`src/rtl/id_ex_stage_pkg.sv`:
```
// Shared definitions for the ID/EX stage: ALU op codes, register-0 constant,
// EX control bundle with its bubble value, and the forwarding select encoding.
package id_ex_stage_pkg;

    localparam int XLEN  = 32;
    localparam int REG_W = 5;
    localparam int ALU_W = 6;

    localparam logic [REG_W-1:0] REG_ZERO = '0;

    localparam logic [ALU_W-1:0] ALU_SLL  = 6'h00;
    localparam logic [ALU_W-1:0] ALU_LUI  = 6'h0f;
    localparam logic [ALU_W-1:0] ALU_ADD  = 6'h20;
    localparam logic [ALU_W-1:0] ALU_ADDU = 6'h21;
    localparam logic [ALU_W-1:0] ALU_SUBU = 6'h23;
    localparam logic [ALU_W-1:0] ALU_AND  = 6'h24;
    localparam logic [ALU_W-1:0] ALU_OR   = 6'h25;
    localparam logic [ALU_W-1:0] ALU_SLT  = 6'h2a;

    typedef struct packed {
        logic reg_write;
        logic mem_read;
        logic mem_write;
        logic mem_to_reg;
        logic alu_src_imm;
    } ex_ctrl_t;

    localparam ex_ctrl_t CTRL_BUBBLE = '0;

    typedef enum logic [1:0] {
        FWD_REG   = 2'd0,
        FWD_EXMEM = 2'd1,
        FWD_MEMWB = 2'd2
    } fwd_sel_e;

    typedef struct packed {
        logic             valid;
        logic [XLEN-1:0]  pc;
        logic [REG_W-1:0] rs;
        logic [REG_W-1:0] rt;
        logic [REG_W-1:0] dst;
        logic [XLEN-1:0]  rs_data;
        logic [XLEN-1:0]  rt_data;
        logic [XLEN-1:0]  imm;
        logic [REG_W-1:0] sa;
        logic [ALU_W-1:0] alu_ctrl;
        ex_ctrl_t         ctrl;
    } ex_reg_t;

    function automatic logic [XLEN-1:0] fwd_mux(
        input fwd_sel_e        sel,
        input logic [XLEN-1:0] reg_val,
        input logic [XLEN-1:0] exmem_val,
        input logic [XLEN-1:0] memwb_val
    );
        case (sel)
            FWD_EXMEM: return exmem_val;
            FWD_MEMWB: return memwb_val;
            default:   return reg_val;
        endcase
    endfunction

endpackage

```
`src/rtl/id_ex_stage_fwd_unit.sv`:
```
// Forwarding select for one EX source register; EX/MEM wins over MEM/WB and
// register 0 is never forwarded since it always reads as zero.
module id_ex_stage_fwd_unit
    import id_ex_stage_pkg::*;
#(
    parameter bit FWD_EN = 1'b1
) (
    input  logic [REG_W-1:0] src,
    input  logic             exmem_reg_write,
    input  logic [REG_W-1:0] exmem_dst,
    input  logic             memwb_reg_write,
    input  logic [REG_W-1:0] memwb_dst,
    output fwd_sel_e         sel
);

    always_comb begin
        sel = FWD_REG;
        if (FWD_EN) begin
            if (exmem_reg_write && (exmem_dst != REG_ZERO) && (exmem_dst == src)) begin
                sel = FWD_EXMEM;
            end else if (memwb_reg_write && (memwb_dst != REG_ZERO) && (memwb_dst == src)) begin
                sel = FWD_MEMWB;
            end
        end
    end

endmodule

```
`src/rtl/id_ex_stage.sv`:
```
// ID/EX pipeline register with load-use stall detection and EX operand
// forwarding from EX/MEM and MEM/WB into the ALU inputs.
module id_ex_stage
    import id_ex_stage_pkg::*;
#(
    parameter bit FWD_EN = 1'b1
) (
    input  logic             clk,
    input  logic             rst,
    input  logic             flush,
    input  logic             id_valid,
    input  logic [XLEN-1:0]  id_pc,
    input  logic [REG_W-1:0] id_rs,
    input  logic [REG_W-1:0] id_rt,
    input  logic [REG_W-1:0] id_dst,
    input  logic             id_uses_rs,
    input  logic             id_uses_rt,
    input  logic [XLEN-1:0]  id_rs_data,
    input  logic [XLEN-1:0]  id_rt_data,
    input  logic [XLEN-1:0]  id_imm,
    input  logic [REG_W-1:0] id_sa,
    input  logic [ALU_W-1:0] id_alu_ctrl,
    input  logic             id_alu_src_imm,
    input  logic             id_reg_write,
    input  logic             id_mem_read,
    input  logic             id_mem_write,
    input  logic             id_mem_to_reg,
    input  logic             exmem_reg_write,
    input  logic [REG_W-1:0] exmem_dst,
    input  logic [XLEN-1:0]  exmem_result,
    input  logic             memwb_reg_write,
    input  logic [REG_W-1:0] memwb_dst,
    input  logic [XLEN-1:0]  memwb_wdata,
    output logic             stall,
    output logic             ex_valid,
    output logic [XLEN-1:0]  ex_pc,
    output logic [XLEN-1:0]  ex_a,
    output logic [XLEN-1:0]  ex_b,
    output logic [XLEN-1:0]  ex_store_data,
    output logic [ALU_W-1:0] ex_alu_ctrl,
    output logic [REG_W-1:0] ex_sa,
    output logic [REG_W-1:0] ex_dst,
    output logic             ex_reg_write,
    output logic             ex_mem_read,
    output logic             ex_mem_write,
    output logic             ex_mem_to_reg
);

    ex_reg_t         ex_q;
    ex_reg_t         ex_d;
    ex_ctrl_t        id_ctrl;
    fwd_sel_e        sel_rs;
    fwd_sel_e        sel_rt;
    logic [XLEN-1:0] rs_fwd;
    logic [XLEN-1:0] rt_fwd;

    // A load in EX cannot feed its data to the instruction right behind it.
    always_comb begin
        stall = id_valid && ex_q.valid && ex_q.ctrl.mem_read && (ex_q.dst != REG_ZERO) &&
                ((id_uses_rs && (id_rs == ex_q.dst)) || (id_uses_rt && (id_rt == ex_q.dst)));
    end

    always_comb begin
        id_ctrl.reg_write   = id_reg_write;
        id_ctrl.mem_read    = id_mem_read;
        id_ctrl.mem_write   = id_mem_write;
        id_ctrl.mem_to_reg  = id_mem_to_reg;
        id_ctrl.alu_src_imm = id_alu_src_imm;
    end

    always_comb begin
        ex_d = '0;
        if (!flush && !stall) begin
            ex_d.valid    = id_valid;
            ex_d.pc       = id_pc;
            ex_d.rs       = id_rs;
            ex_d.rt       = id_rt;
            ex_d.dst      = id_dst;
            ex_d.rs_data  = id_rs_data;
            ex_d.rt_data  = id_rt_data;
            ex_d.imm      = id_imm;
            ex_d.sa       = id_sa;
            ex_d.alu_ctrl = id_alu_ctrl;
            ex_d.ctrl     = id_valid ? id_ctrl : CTRL_BUBBLE;
        end
    end

    always_ff @(posedge clk or posedge rst) begin
        if (rst) begin
            ex_q <= '0;
        end else begin
            ex_q <= ex_d;
        end
    end

    id_ex_stage_fwd_unit #(.FWD_EN(FWD_EN)) u_fwd_rs (
        .src             (ex_q.rs),
        .exmem_reg_write (exmem_reg_write),
        .exmem_dst       (exmem_dst),
        .memwb_reg_write (memwb_reg_write),
        .memwb_dst       (memwb_dst),
        .sel             (sel_rs)
    );

    id_ex_stage_fwd_unit #(.FWD_EN(FWD_EN)) u_fwd_rt (
        .src             (ex_q.rt),
        .exmem_reg_write (exmem_reg_write),
        .exmem_dst       (exmem_dst),
        .memwb_reg_write (memwb_reg_write),
        .memwb_dst       (memwb_dst),
        .sel             (sel_rt)
    );

    // Forwarded values are picked in the cycle the producer sits in EX/MEM or MEM/WB.
    always_comb begin
        rs_fwd = fwd_mux(sel_rs, ex_q.rs_data, exmem_result, memwb_wdata);
        rt_fwd = fwd_mux(sel_rt, ex_q.rt_data, exmem_result, memwb_wdata);
    end

    assign ex_a          = rs_fwd;
    assign ex_b          = ex_q.ctrl.alu_src_imm ? ex_q.imm : rt_fwd;
    assign ex_store_data = rt_fwd;
    assign ex_valid      = ex_q.valid;
    assign ex_pc         = ex_q.pc;
    assign ex_alu_ctrl   = ex_q.alu_ctrl;
    assign ex_sa         = ex_q.sa;
    assign ex_dst        = ex_q.dst;
    assign ex_reg_write  = ex_q.ctrl.reg_write;
    assign ex_mem_read   = ex_q.ctrl.mem_read;
    assign ex_mem_write  = ex_q.ctrl.mem_write;
    assign ex_mem_to_reg = ex_q.ctrl.mem_to_reg;

endmodule

```
`config.mk`:
```
export PLATFORM = sky130hd
export DESIGN_NAME = id_ex_stage
export DESIGN_NICKNAME = d
export VERILOG_FILES = /design/src/rtl/id_ex_stage_pkg.sv /design/src/rtl/id_ex_stage_fwd_unit.sv /design/src/rtl/id_ex_stage.sv
export SDC_FILE = /design/constraint.sdc
export NUM_CORES = 1
export LEC_CHECK = 0
export CORE_AREA = 8 8 157 159
export DETAILED_ROUTE_END_ITERATION = 10
export DIE_AREA = 0 0 165 167
export HOLD_SLACK_MARGIN = 0.02
export PLACE_DENSITY = 0.76
export SLEW_MARGIN = 15
export SYNTH_ARGS = -nofsm -noshare
export SYNTH_HDL_FRONTEND = slang
export SYNTH_SLANG_ARGS = --single-unit
```
`constraint.sdc`:
```
create_clock -name clk -period 4.9 [get_ports clk]
set_input_delay 0.49 -clock clk [delete_from_list [all_inputs] [get_ports clk]]
set_output_delay 0.49 -clock clk [all_outputs]
set_load 0.02 [all_outputs]
```
[After elaboration in Yosys (flattened, before gate mapping)]
Index checks and enable logic that the tools add are counted.
Storage, ports and cells
  register bits after elaboration: 160
  input bits: 241
  output and inout port bits: 150
  logic and storage cells: 53
Cells by class
  equal/unequal tests: 10
  mux-type cells: 9
  reductions and logical operators: 19
Operators with widths (count)
  $mux 160: 1
  $pmux 32 s2: 2
  $mux 32: 1
  $eq 5x5->1: 6
  $reduce_bool 5->1: 3
  $logic_and 1x1->1: 13
  $mux 2: 4
  $mux 5: 1
  $eq 2x1->1 const B: 2
  $eq 2x2->1 const B: 2
  $logic_not 1->1: 2
  $logic_or 1x1->1: 1

[Longest topological paths before layout]
  word-level depth: 8
  depth in mapped cells: 7
  gate-level depth less buffers: 5

[Modules after synthesis]
From an unflattened synthesis, not the netlist that was laid out.
Unflattened totals
  cell total of the unflattened synthesis: 902
  area, all modules: 8409.3 um^2
By module, submodules not included
  id_ex_stage: instances 1, cells an instance 862, area each 8106.5 um^2, seq. area each 4003.8 um^2
  id_ex_stage_fwd_unit: instances 2, cells an instance 20, area each 151.4 um^2, seq. area each 0.0 um^2

[Least setup slack after synthesis]
Ideal clock, no wire load.
  kind: in2out
  start: input exmem_dst[1]
  end: output ex_b[0]
  arrival time: 2.103 ns
  data required time: 4.410 ns
  path slack: 2.307 ns
  cell stages on the path: 6
  path buffers: 1
  path through: or4_1 o21a_1 nand3_2 buf_2 nor3_1 a221oi_1
Between the ends
  longest elaborated chain between the ends: 7
  elaborated cells between the ends (all ways): 9
  classes of those cells: 3 x eq/ne; 3 x mux; 3 x reduce/logical
RTL lines
  start, declared: line id_ex_stage.sv:29  | input logic [REG_W-1:0] exmem_dst,
  $reduce_bool 5->1: line id_ex_stage_fwd_unit.sv:19  | if (exmem_reg_write && (exmem_dst != REG_ZERO) && (exmem_dst == src)) begin
  $logic_and 1x1->1: line id_ex_stage_fwd_unit.sv:19
  $logic_and 1x1->1 (*): line id_ex_stage_fwd_unit.sv:19
  $mux 2 (*): line id_ex_stage_fwd_unit.sv:19
  $eq 2x2->1 / $eq 2x1->1 (equally long branches): line id_ex_stage_pkg.sv:56  | case (sel)
  $pmux 32 s2 (*): line id_ex_stage_pkg.sv:56
  $mux 32 (*): line id_ex_stage.sv:121  | assign ex_b = ex_q.ctrl.alu_src_imm ? ex_q.imm : rt_fwd;
  end, declared: line id_ex_stage.sv:38  | output logic [XLEN-1:0] ex_b,
Mark *: on every way between the ends. The rest lies on a longest branch, timed or not.

[Worst setup path after layout]
  start: input memwb_dst[1]
  end: output ex_b[21]
Between the ends
  longest elaborated chain between the ends: 8
  elaborated cells between the ends (all ways): 10
  classes of those cells: 3 x eq/ne; 4 x mux; 3 x reduce/logical
RTL lines
  start, declared: line id_ex_stage.sv:32  | input logic [REG_W-1:0] memwb_dst,
  $reduce_bool 5->1: line id_ex_stage_fwd_unit.sv:21  | end else if (memwb_reg_write && (memwb_dst != REG_ZERO) && (memwb_dst == src)) begin
  $logic_and 1x1->1: line id_ex_stage_fwd_unit.sv:21
  $logic_and 1x1->1 (*): line id_ex_stage_fwd_unit.sv:21
  $mux 2 (*): line id_ex_stage_fwd_unit.sv:21
  $mux 2 (*): line id_ex_stage_fwd_unit.sv:19
  $eq 2x2->1 / $eq 2x1->1 (equally long branches): line id_ex_stage_pkg.sv:56
  $pmux 32 s2 (*): line id_ex_stage_pkg.sv:56
  $mux 32 (*): line id_ex_stage.sv:121
Marked as above.

==> load_flow_metrics.sql <==
INSERT INTO impl_metrics (metric_group, metric, value, unit) VALUES
('run_status', 'run_status', 'complete, no violations', ''),
('sta', 'timing.final.hold_violations', '0', ''),
('route', 'wire_per_inst', '19.88', 'microns'),
('clocking', 'cts-hold-fix-buffers', '0', ''),
('placement', 'buffer_ports.inserted', '390', ''),
('pwr', 'switching_share', '27.29', '%'),
('clocking', 'clkSinkCount', '160', ''),
('finish', 'drive_gt1_share', '7.370', '%'),
('setup_path', 'worst_setup_path_end_kind', 'output port', ''),
('clocking', 'postCtsSetupBuffers', '0', ''),
('logic_synthesis', 'synthDominantAreaCellType', 'sky130_fd_sc_hd__dfrtp_1', ''),
('sta', 'shortest_period_the_worst_path_allows', '4.130', 'ns'),
('clocking', 'ctsRootBufferMaster', 'sky130_fd_sc_hd__clkbuf_16', ''),
('route', 'vias', '6509', ''),
('die', 'die_height', '167', 'microns'),
('finish', 'mostFrequentLayoutCell', 'sky130_fd_sc_hd__clkdlybuf4s50_1', ''),
('setup_path', 'critical_path.max_fanout', '32', ''),
('route', 'antenna_left', '0', ''),
('global_route', 'antenna_found_initial', '3', ''),
('logic_synthesis', 'synth-seq-area-share', '49.54', '%'),
('logic_synthesis', 'synth_top_cells_by_area', 'sky130_fd_sc_hd__dfrtp_1, sky130_fd_sc_hd__and2_1, sky130_fd_sc_hd__mux2i_1', ''),
('pwr', 'internal_portion_of_total_power', '2537', 'uW'),
('clocking', 'cts_tree', 'yes', ''),
('die', 'boundaryPins', '391', ''),
('logic_synthesis', 'synth.lib_cells_used.distinct', '30', ''),
('pwr', 'power.sequential.fraction', '40.6', '%'),
('pwr', 'max-vdd-ir-drop', '0.2046', 'mV'),
('clocking', 'cts-buffers-inserted', '17', ''),
('setup_path', 'req_time_crit_path', '4.41', 'ns'),
('placement', 'gpl_wtd_cong', '0.9160', ''),
('min_path', 'holdCritPathClass', 'in2async', ''),
('flow_run', 'max_capacitance_violation_count', '0', ''),
('route', 'remaining_drc_errors', '0', ''),
('logic_synthesis', 'ys_seq_elements', '160', ''),
('logic_synthesis', 'syn_area_per_cell', '10.59', 'sq um'),
('logic_synthesis', 'synth_area', '8082', 'sq um'),
('setup_path', 'setup_slack_reg_to_reg', '2.97', 'ns'),
('sta', 'timing.final.crit_share', '84.28', '%'),
('pwr', 'share_comb_of_total_power', '21.6', '%'),
('global_route', 'wire_length_of_the_first_global_routing_pass', '41190', 'microns'),
('global_route', 'grt_use_total', '19.67', '%'),
('sta', 'maxSlewHeadroom', '37.18', '%'),
('clocking', 'insertion_delay', '0.42', 'ns'),
('sta', 'final-max-slew-violation-count', '0', ''),
('die', 'start_util', '36.36', '%'),
('sta', 'achievable-frequency', '242.2', 'MHz'),
('clocking', 'clock_pin_transition_on_the_worst_setup_and_hold_timing_paths', '0.07', 'ns'),
('route', 'wirelength', '27580', 'microns'),
('sta', 'finalSetupViolations', '0', ''),
('sta', 'rsz0062_at_grt', 'no', ''),
('sta', 'final.setup_skew', '0.01621', 'ns'),
('setup_path', 'critPathKind', 'in2out', ''),
('sta', 'tightestPinTransition', '0.9424', 'ns'),
('pwr', 'power_per_cell_area', '281.1', 'nW/um^2'),
('setup_path', 'worst_setup_start_kind', 'primary input', ''),
('finish', 'largest_reg_flops', '107', ''),
('clocking', 'cts_max_level', '4', ''),
('global_route', 'first_global_vias', '6835', ''),
('die', 'core.rowCount', '55', ''),
('global_route', 'pin_count_of_the_biggest_net_entering_global_routing', '82', ''),
('logic_synthesis', 'synth_top_area_share', '49.54', '%'),
('route', 'drt_first_pass_iters', '5', ''),
('global_route', 'grt.overflow.total', '0', ''),
('clocking', 'clockBufferDepth', '2', ''),
('logic_synthesis', 'synth_nets', '1004', ''),
('pwr', 'netSwitchingPower', '952.3', 'uW'),
('pwr', 'clkPwrFrac', '37.8', '%'),
('die', 'core', '22230', 'sq um'),
('clocking', 'ctsResizeCount', '0', ''),
('finish', 'commonest_cells_after_routing_fill_and_taps_aside', 'sky130_fd_sc_hd__clkdlybuf4s50_1, sky130_fd_sc_hd__and2_1, sky130_fd_sc_hd__dfrtp_1', ''),
('setup_path', 'critPathArrivalTime', '3.64', 'ns');
-- Yosys cell counts --
library cell / instances
sky130_fd_sc_hd__clkbuf_1: 29
sky130_fd_sc_hd__buf_2: 10
sky130_fd_sc_hd__o22ai_1: 1
sky130_fd_sc_hd__mux2i_1: 64
sky130_fd_sc_hd__nor2_1: 34
sky130_fd_sc_hd__nand2_1: 34
sky130_fd_sc_hd__o21ai_1: 30
sky130_fd_sc_hd__a21oi_2: 1
sky130_fd_sc_hd__a31oi_2: 1
sky130_fd_sc_hd__o21a_1: 2
sky130_fd_sc_hd__nor3_1: 37
sky130_fd_sc_hd__inv_1: 33
sky130_fd_sc_hd__and2_1: 160
sky130_fd_sc_hd__dfrtp_1: 160
sky130_fd_sc_hd__nand3_2: 1
sky130_fd_sc_hd__buf_6: 1
sky130_fd_sc_hd__a221oi_2: 30
sky130_fd_sc_hd__nand4_1: 2
sky130_fd_sc_hd__and4_1: 2
sky130_fd_sc_hd__a21oi_1: 34
sky130_fd_sc_hd__buf_4: 52
sky130_fd_sc_hd__xnor2_1: 16
sky130_fd_sc_hd__nand3_1: 1
sky130_fd_sc_hd__o21ai_0: 2
sky130_fd_sc_hd__buf_12: 6
sky130_fd_sc_hd__nand2b_1: 1
sky130_fd_sc_hd__nand4_4: 1
sky130_fd_sc_hd__xor2_1: 14
sky130_fd_sc_hd__a221oi_1: 2
sky130_fd_sc_hd__or4_1: 2
-- through the flow --
step | total power, uW | setup WS (ns) | area [sq um] | hold WS (ns) | std cells
4_1_cts | 3547 | 0.7951 | 12410 | 0.5809 | 1384
3_5_place_dp | 2203 | 0.8017 | 11820 | 1.041 | 1352
6_report | 3489 | 0.7704 | 12410 | 0.5506 | 1387
3_3_place_gp | 2195 | 0.7521 | 11820 | 1.045 | 1352
2_1_floorplan | 1788 | 0.09008 | 8082 | 0.6186 | 763
5_1_grt | 3651 | 0.6370 | 12410 | 0.5928 | 1387
-- metal layers --
metal / part of all wire [%] / GRT usage (%) / vias to the layer above
met5: 0 / 0 / -
met4: 2.3 / 7.092 / 0
met3: 10 / 7.298 / 33
met2: 49 / 32.29 / 312
met1: 39 / 22.97 / 3033
li1: - / - / 3131
-- worst max-delay path: stages --
cell and delay (ns):
sky130_fd_sc_hd__clkdlybuf4s50_1 0.48, sky130_fd_sc_hd__xor2_1 0.18, sky130_fd_sc_hd__nor3_1 0.32, sky130_fd_sc_hd__nand4_4 0.76
sky130_fd_sc_hd__mux2i_1 0.34, sky130_fd_sc_hd__a221oi_2 0.36, sky130_fd_sc_hd__clkdlybuf4s50_1 0.67
-- cells by family (layout without fill, tap and decap cells) --
logic type	Yosys count	after routing	synth area share, %
mux	64	64	7.927
xor+xnor	30	30	3.251
buf+inv	131	467	9.955
other cells	0	3	0
compound gates	103	103	10.40
flops	160	160	49.54
simple gates	275	275	18.92
-- power by group through the flow --
stage,Clock (uW),Sequential (uW),Combinational [uW]
after detailed placement,0,1440,762
after global routing,1420,1420,808
final,1320,1420,755
after global placement,0,1440,756
after floorplan,0,1430,356
after CTS,1370,1420,765
-- final timing paths --
path | to | startpoint
max in group asynchronous | ex_q[71] | rst
worst min register to register | ex_valid | ex_mem_read
worst max register to register | ex_pc[18] | ex_dst[2]
worst min-delay path | ex_q[49] | rst
worst max-delay path | ex_b[21] | memwb_dst[1]
min in group clk | ex_q[0] | id_alu_src_imm
-- final cells by class --
class / instances / area, sq um
well taps: 285 / 356.6
fillers: 1931 / 9813
flip-flops and latches: 160 / 4005
repair buffers: 402 / 4031
clock buffers: 19 / 442.9
clock inverters: 13 / 142.6
inverters: 33 / 128.9
multi-input cells: 472 / 3299
diodes: 3 / 7.507
Note: power is estimated with default switching activity, not from simulation.
